**src/rtl/if_id_stage_if.sv**
```systemverilog
//------------------------------------------------------------------------------
// if_id_stage_if : fetch/decode handshake and decode-side bundle for if_id_stage
// Rev 1.0
//------------------------------------------------------------------------------
`default_nettype none

`ifndef IMM_I
`define IMM_I 3'd0
`define IMM_S 3'd1
`define IMM_B 3'd2
`define IMM_J 3'd3
`define IMM_U 3'd4
`endif

interface if_id_stage_if #(
    parameter int XLEN = 32
);
    logic            f_valid;
    logic            f_ready;
    logic [31:0]     f_instr;
    logic [XLEN-1:0] f_pc;
    logic            flush;
    logic            d_ready;
    logic            d_valid;
    logic [31:0]     d_instr;
    logic [XLEN-1:0] d_pc;
    logic [XLEN-1:0] d_pc_plus4;
    logic [24:0]     d_imm;
    logic [2:0]      d_imm_src;
    logic [4:0]      d_rs1;
    logic [4:0]      d_rs2;
    logic [4:0]      d_rd;
    logic            d_illegal;
    logic [31:0]     stall_count;

    modport master (
        output f_valid, f_instr, f_pc, flush, d_ready,
        input  f_ready, d_valid, d_instr, d_pc, d_pc_plus4, d_imm, d_imm_src,
               d_rs1, d_rs2, d_rd, d_illegal, stall_count
    );

    modport slave (
        input  f_valid, f_instr, f_pc, flush, d_ready,
        output f_ready, d_valid, d_instr, d_pc, d_pc_plus4, d_imm, d_imm_src,
               d_rs1, d_rs2, d_rd, d_illegal, stall_count
    );
endinterface

`default_nettype wire

```
**src/rtl/if_id_stage.sv**
```systemverilog
//------------------------------------------------------------------------------
// if_id_stage : IF/ID register with one-entry skid buffer and immediate pre-decode
// Rev 1.0
//------------------------------------------------------------------------------
`default_nettype none

`ifndef IMM_I
`define IMM_I 3'd0
`define IMM_S 3'd1
`define IMM_B 3'd2
`define IMM_J 3'd3
`define IMM_U 3'd4
`endif

module if_id_stage #(
    parameter int              XLEN     = 32,
    parameter logic [XLEN-1:0] RESET_PC = '0
) (
    input  wire logic      clk,
    input  wire logic      rst_n,
    if_id_stage_if.slave   bus
);
    localparam logic [31:0] c_nop = 32'h0000_0013;

    logic            r_d_valid;
    logic            r_skid_valid;
    logic            r_f_ready;
    logic [31:0]     r_d_instr;
    logic [XLEN-1:0] r_d_pc;
    logic [2:0]      r_d_imm_src;
    logic            r_d_illegal;
    logic [31:0]     r_skid_instr;
    logic [XLEN-1:0] r_skid_pc;
    logic [31:0]     r_stall_count;

    logic            w_xfer;
    logic            w_ld;
    logic [31:0]     w_ld_instr;
    logic [XLEN-1:0] w_ld_pc;
    logic [3:0]      w_pre;

    // Returns {illegal, imm_src}
    function automatic logic [3:0] predecode(input logic [6:0] op);
        case (op)
            7'b0010011, 7'b0000011,
            7'b1100111, 7'b1110011: predecode = {1'b0, `IMM_I};
            7'b0100011:             predecode = {1'b0, `IMM_S};
            7'b1100011:             predecode = {1'b0, `IMM_B};
            7'b1101111:             predecode = {1'b0, `IMM_J};
            7'b0110111, 7'b0010111: predecode = {1'b0, `IMM_U};
            7'b0110011, 7'b0001111: predecode = {1'b0, `IMM_I};
            default:                predecode = {1'b1, `IMM_I};
        endcase
    endfunction

    assign w_xfer     = bus.f_valid & r_f_ready;
    assign w_ld       = ~r_d_valid | bus.d_ready;
    assign w_ld_instr = r_skid_valid ? r_skid_instr : bus.f_instr;
    assign w_ld_pc    = r_skid_valid ? r_skid_pc    : bus.f_pc;
    assign w_pre      = predecode(w_ld_instr[6:0]);

    always_ff @(posedge clk or negedge rst_n) begin
        if (!rst_n) begin
            r_d_valid     <= 1'b0;
            r_skid_valid  <= 1'b0;
            r_f_ready     <= 1'b1;
            r_d_instr     <= c_nop;
            r_d_pc        <= RESET_PC;
            r_d_imm_src   <= `IMM_I;
            r_d_illegal   <= 1'b0;
            r_skid_instr  <= c_nop;
            r_skid_pc     <= RESET_PC;
            r_stall_count <= '0;
        end else if (bus.flush) begin
            r_d_valid    <= 1'b0;
            r_skid_valid <= 1'b0;
            r_f_ready    <= 1'b1;
        end else begin
            if (r_d_valid && !bus.d_ready && (r_stall_count != 32'hFFFF_FFFF)) begin
                r_stall_count <= r_stall_count + 32'd1;
            end
            if (w_ld) begin
                if (r_skid_valid || w_xfer) begin
                    r_d_instr   <= w_ld_instr;
                    r_d_pc      <= w_ld_pc;
                    r_d_imm_src <= w_pre[2:0];
                    r_d_illegal <= w_pre[3];
                end
                r_d_valid <= r_skid_valid | w_xfer;
                // Skid drains into the output; refill it if a beat arrives the same cycle
                if (r_skid_valid) begin
                    if (w_xfer) begin
                        r_skid_instr <= bus.f_instr;
                        r_skid_pc    <= bus.f_pc;
                    end else begin
                        r_skid_valid <= 1'b0;
                        r_f_ready    <= 1'b1;
                    end
                end
            end else if (w_xfer) begin
                r_skid_instr <= bus.f_instr;
                r_skid_pc    <= bus.f_pc;
                r_skid_valid <= 1'b1;
                r_f_ready    <= 1'b0;
            end
        end
    end

    assign bus.f_ready     = r_f_ready;
    assign bus.d_valid     = r_d_valid;
    assign bus.d_instr     = r_d_instr;
    assign bus.d_pc        = r_d_pc;
    assign bus.d_pc_plus4  = r_d_pc + XLEN'(4);
    assign bus.d_imm       = r_d_instr[31:7];
    assign bus.d_imm_src   = r_d_imm_src;
    assign bus.d_rs1       = r_d_instr[19:15];
    assign bus.d_rs2       = r_d_instr[24:20];
    assign bus.d_rd        = r_d_instr[11:7];
    assign bus.d_illegal   = r_d_illegal;
    assign bus.stall_count = r_stall_count;

endmodule

`default_nettype wire

```
**src/flat_wrapper.sv**
```systemverilog
// flat-port wrapper written by rule: the top's interface ports become plain ports
module if_id_stage_flat 
#(
    parameter int              XLEN     = 32,
    parameter logic [XLEN-1:0] RESET_PC = '0
)
  (clk, rst_n, bus_f_valid, bus_f_instr, bus_f_pc, bus_flush, bus_d_ready, bus_f_ready, bus_d_valid, bus_d_instr, bus_d_pc, bus_d_pc_plus4, bus_d_imm, bus_d_imm_src, bus_d_rs1, bus_d_rs2, bus_d_rd, bus_d_illegal, bus_stall_count);
  if_id_stage_if #(.XLEN(XLEN)) bus_i ();
  input  wire logic clk;
  input  wire logic rst_n;
  input wire logic [$bits(bus_i.f_valid)-1:0] bus_f_valid;
  input wire logic [$bits(bus_i.f_instr)-1:0] bus_f_instr;
  input wire logic [$bits(bus_i.f_pc)-1:0] bus_f_pc;
  input wire logic [$bits(bus_i.flush)-1:0] bus_flush;
  input wire logic [$bits(bus_i.d_ready)-1:0] bus_d_ready;
  output wire logic [$bits(bus_i.f_ready)-1:0] bus_f_ready;
  output wire logic [$bits(bus_i.d_valid)-1:0] bus_d_valid;
  output wire logic [$bits(bus_i.d_instr)-1:0] bus_d_instr;
  output wire logic [$bits(bus_i.d_pc)-1:0] bus_d_pc;
  output wire logic [$bits(bus_i.d_pc_plus4)-1:0] bus_d_pc_plus4;
  output wire logic [$bits(bus_i.d_imm)-1:0] bus_d_imm;
  output wire logic [$bits(bus_i.d_imm_src)-1:0] bus_d_imm_src;
  output wire logic [$bits(bus_i.d_rs1)-1:0] bus_d_rs1;
  output wire logic [$bits(bus_i.d_rs2)-1:0] bus_d_rs2;
  output wire logic [$bits(bus_i.d_rd)-1:0] bus_d_rd;
  output wire logic [$bits(bus_i.d_illegal)-1:0] bus_d_illegal;
  output wire logic [$bits(bus_i.stall_count)-1:0] bus_stall_count;
  assign bus_i.f_valid = bus_f_valid;
  assign bus_i.f_instr = bus_f_instr;
  assign bus_i.f_pc = bus_f_pc;
  assign bus_i.flush = bus_flush;
  assign bus_i.d_ready = bus_d_ready;
  assign bus_f_ready = bus_i.f_ready;
  assign bus_d_valid = bus_i.d_valid;
  assign bus_d_instr = bus_i.d_instr;
  assign bus_d_pc = bus_i.d_pc;
  assign bus_d_pc_plus4 = bus_i.d_pc_plus4;
  assign bus_d_imm = bus_i.d_imm;
  assign bus_d_imm_src = bus_i.d_imm_src;
  assign bus_d_rs1 = bus_i.d_rs1;
  assign bus_d_rs2 = bus_i.d_rs2;
  assign bus_d_rd = bus_i.d_rd;
  assign bus_d_illegal = bus_i.d_illegal;
  assign bus_stall_count = bus_i.stall_count;
  if_id_stage #(.XLEN(XLEN), .RESET_PC(RESET_PC)) u_core (.clk(clk), .rst_n(rst_n), .bus(bus_i));
endmodule
```
**config.mk**
```make
export PLATFORM = sky130hd
export DESIGN_NAME = if_id_stage_flat
export DESIGN_NICKNAME = d
export VERILOG_FILES = /design/src/rtl/if_id_stage_if.sv /design/src/rtl/if_id_stage.sv /design/src/flat_wrapper.sv
export SDC_FILE = /design/constraint.sdc
export NUM_CORES = 1
export LEC_CHECK = 0
export BUFFER_PORTS_ARGS = -buffer_cell sky130_fd_sc_hd__buf_4
export CAP_MARGIN = 20
export CORE_ASPECT_RATIO = 1.2
export CORE_MARGIN = 5
export CORE_UTILIZATION = 45
export DETAILED_ROUTE_END_ITERATION = 7
export PLACE_DENSITY = 0.71
export SLEW_MARGIN = 20
export SYNTH_ARGS = -nofsm -noshare
export SYNTH_HDL_FRONTEND = slang
export SYNTH_SLANG_ARGS = --single-unit
```
**constraint.sdc**
```tcl
create_clock -name clk -period 4.2 [get_ports clk]
set_input_delay 0.42 -clock clk [delete_from_list [all_inputs] [get_ports clk]]
set_output_delay 0.42 -clock clk [all_outputs]
set_load 0.005 [all_outputs]
```
==> summary.txt <==
Detailed routing
  – Routed vias/inst: 5.15
  – DR iter-0 viols: approximately 250
  – Post-route ant nets: 0
  – First-pass iteration count of the detailed router: 4
  – DRT Wirelength: between 15 and 20 mm
  – Total number of vias: approximately 6000
  – Remaining design rule violation count: 0
  – WL/cell: approximately 16 um

Flow run
  – MaxCap Viol Count: 0

Cells and area
  – Share of cells above drive strength 1: 0.393
  – Most frequent cells in the layout: buf_4, dfrtp_1, nand2_1, mux2_2, o21ai_0
  – Commonest non-fill, non-tap cell in the layout: buf_4
  – Total of fill cells in the finished design: ~1600
  – Antenna diode count: 0
  – Final #Nets: 1002
  – Area delta synth->final: 27.7%
  – Fin cells: 1168

Yosys
  – Cell count after synthesis: 740
  – Ys async rst share: 1.00
  – Ys Warns: 0
  – Mapped Nets: between 800 and 900
  – Ys flop type: dfrtp_1
  – Largest cells by area after synthesis: dfrtp_1, mux2_2, mux2i_1, nand2_1, o21ai_0
  – Seq cells post-synth: roughly 170
  – Distinct cells, synth: 47
  – Avg Synthesized Cell Area: about 11 um2
  – Syn Std Cell Area: between 8000 and 9000 um2
  – Post-synth EDFFs: 0
  – Top-area cell type share of the netlist area: 0.490
  – Sequential element share of the synthesized area: 0.512
  – Cell accounting for the most synthesized area: dfrtp_1

Clocking
  – Hold buffer count at CTS: 0
  – Worst-path clk slew: 70 ps
  – Clk Latency, worst-skew pair: approximately 420 ps
  – Resize count post-CTS: 0
  – CTS tree: built
  – Root Buffer Master: clkbuf_16
  – CTS Buf Count: 17
  – CTS H-tree depth: 4
  – Buffer levels on the longest clock path: 2
  – Num Clock Sinks: about 170
  – Post-CTS setup buffer count: 0

Die
  – Die Span Y: approximately 160 um
  – IO Count: between 200 and 250
  – Placeable Area: approximately 18000 um2
  – Initial Utilization: 0.453
  – Die area: roughly 21000 um2
  – Row Count: between 50 and 60
  – Overall die width: between 100 and 150 um

Global route
  – Initial antenna violation count: 0
  – Total GRT Usage: 0.176
  – Grt ovf: 0
  – Vias in the first global route: 5883
  – First-pass GRT wire length: about 30 mm
  – Largest net degree at the start of global routing: 102

Worst setup path
  – CP Max Fanout: 6
  – Crit. End Element: output pin
  – Slowest cell delay on critical path: around 540 ps
  – Worst Setup Start Kind: register
  – Crit-path cells: ha_1 > nand3_1 > nor3_1 > and2_1 > and4_1 > xor2_1 > buf_4
  – Arrival time at the worst endpoint: 2560 ps
  – Crit-path slowest cell: nor3_1
  – Setup CP Type: register to output pin
  – WP data required: roughly 3800 ps

STA
  – Final setup skew: ~10 ps
  – Fin. Hold Viols: 0
  – Max_slew headroom: 0.349
  – Tmin final: between 2000 and 3000 ps
  – Period utilization: 0.710
  – Final slew viol count: 0
  – # setup viols final: 0
  – FMAX: roughly 340 MHz
  – Worst slew pin tran: 976 ps
  – RSZ-0062 raised after global routing: no
  – Setup TNS: 0 ps

Placed design
  – DP Cell Count: approximately 1100
  – Port Buf Inserts: around 240
  – Detail Placement HPWL: 13.2 mm
  – Routability congestion estimate: slightly above 0.8

Min path
  – Worst Hold Class: input pin to async pin

Power and ir drop
  – Lkg Pwr: about 4.9 nW
  – VDD IR max: between 0.0002 and 0.00025 V
  – Pwr dens: between 400 and 500 nW/um2

Status
  – Status: finished, final reports clean
==> routing by layer <==
| layer | up-vias | track usage | wire, um |
|---|---|---|---|
| met2 | 148 | 0.294 | 9200 |
| li1 | 2916 | - | - |
| met4 | 0 | 0.0653 | 385 |
| met5 | - | 0 | 0 |
| met1 | 2931 | 0.227 | 8070 |
| met3 | 25 | 0.0378 | 953 |
==> where the power goes <==
group          internal, mW  total [mW]  switching [mW]
sequential             1.98        2.27           0.287
clock                 0.770        1.44           0.673
combinational         0.669        1.06           0.391
==> cell usage after synthesis, types with 3 or more instances <==
library cell    n
nor2_1         21
nand2_1        97
and4_1          3
and2_1          3
mux2_2         68
dfstp_2         7
mux2i_1        64
buf_4          42
and4_4          3
xor2_1         21
clkbuf_1       17
inv_1           7
nand3_1        23
buf_2          16
o21ai_0        68
xnor2_1        33
xnor2_2         3
nor3_1         11
a21oi_1         4
and3_1         11
dfrtp_1       160
nand4_1        21
nor2b_1         6
==> path summary, 6_finish.rpt <==
kind / from / end / slack [ps] / depth (start not counted)
worst max-delay path: u_core.bus.d_pc[2]$_DFFE_PN0P_ / bus_d_pc_plus4[26] / 1220 / 7
worst min-delay path: rst_n / u_core.bus.d_pc[29]$_DFFE_PN0P_ / 60 / 1
worst max register to register: u_core.r_skid_valid$_DFFE_PN0P_ / u_core.bus.d_illegal$_DFFE_PN0P_ / 1480 / 6
worst min register to register: u_core.bus.d_imm_src[2]$_DFFE_PN0P_ / u_core.bus.d_imm_src[2]$_DFFE_PN0P_ / 480 / 2
max in group asynchronous: rst_n / u_core.bus.stall_count[3]$_DFFE_PN0P_ / 3200 / 2
min in group clk: bus_f_instr[27] / u_core.r_skid_instr[27]$_DFFE_PN0P_ / 240 / 2
==> kinds of logic after synthesis <==
family                   synth area share
AO/OA/AOI/OAI                      0.0549
XOR/XNOR                           0.0638
adder cells (fa/ha/maj)           0.00306
buffers and inverters              0.0607
flip-flops                          0.512
multiplexers                        0.172
AND/OR/NAND/NOR                     0.133
==> stage by stage <==
stage	setup WS [ps]	hold WS [ps]	total power, mW	instance area, um2	util
floorplan	2100	124	2.82	8180	-
global placement	1500	451	3.33	9900	0.549
detailed placement	1460	466	3.38	9900	0.549
CTS	1150	129	4.83	10400	0.579
global route	958	163	5.05	10400	0.579
finish	1220	64.1	4.77	10400	0.579
==> area by class of cell <==
type                    instances  area, um2  share of cell area
flip-flops and latches        167       4190               0.401
multi-input cells             490       3510               0.336
clock buffers                  18        429              0.0411
clock inverters                14        115              0.0110
well taps                     224        280              0.0268
repair buffers                248       1890               0.181
inverters                       7       26.3             0.00252
==> flip-flops by register name, indices dropped and copies added, names as in the netlist <==
register	count
u_core.r_skid_instr	32
u_core.bus.stall_count	32
u_core.bus.d_pc	32
u_core.r_skid_pc	32
u_core.bus.d_imm_src	3
u_core.bus.d_instr	32
u_core.r_skid_valid	1
u_core.bus.f_ready	1
u_core.bus.d_valid	1
u_core.bus.d_illegal	1
==> critical path: cells and delay by family, from the launching register on <==
family / cells / cell delay, ps
fa+ha+maj: 1 / 210
xor+xnor: 1 / 140
buf+inv: 1 / 120
simple gates: 4 / 1240
flops: 1 / 430
(Power assumes the default switching activity.)
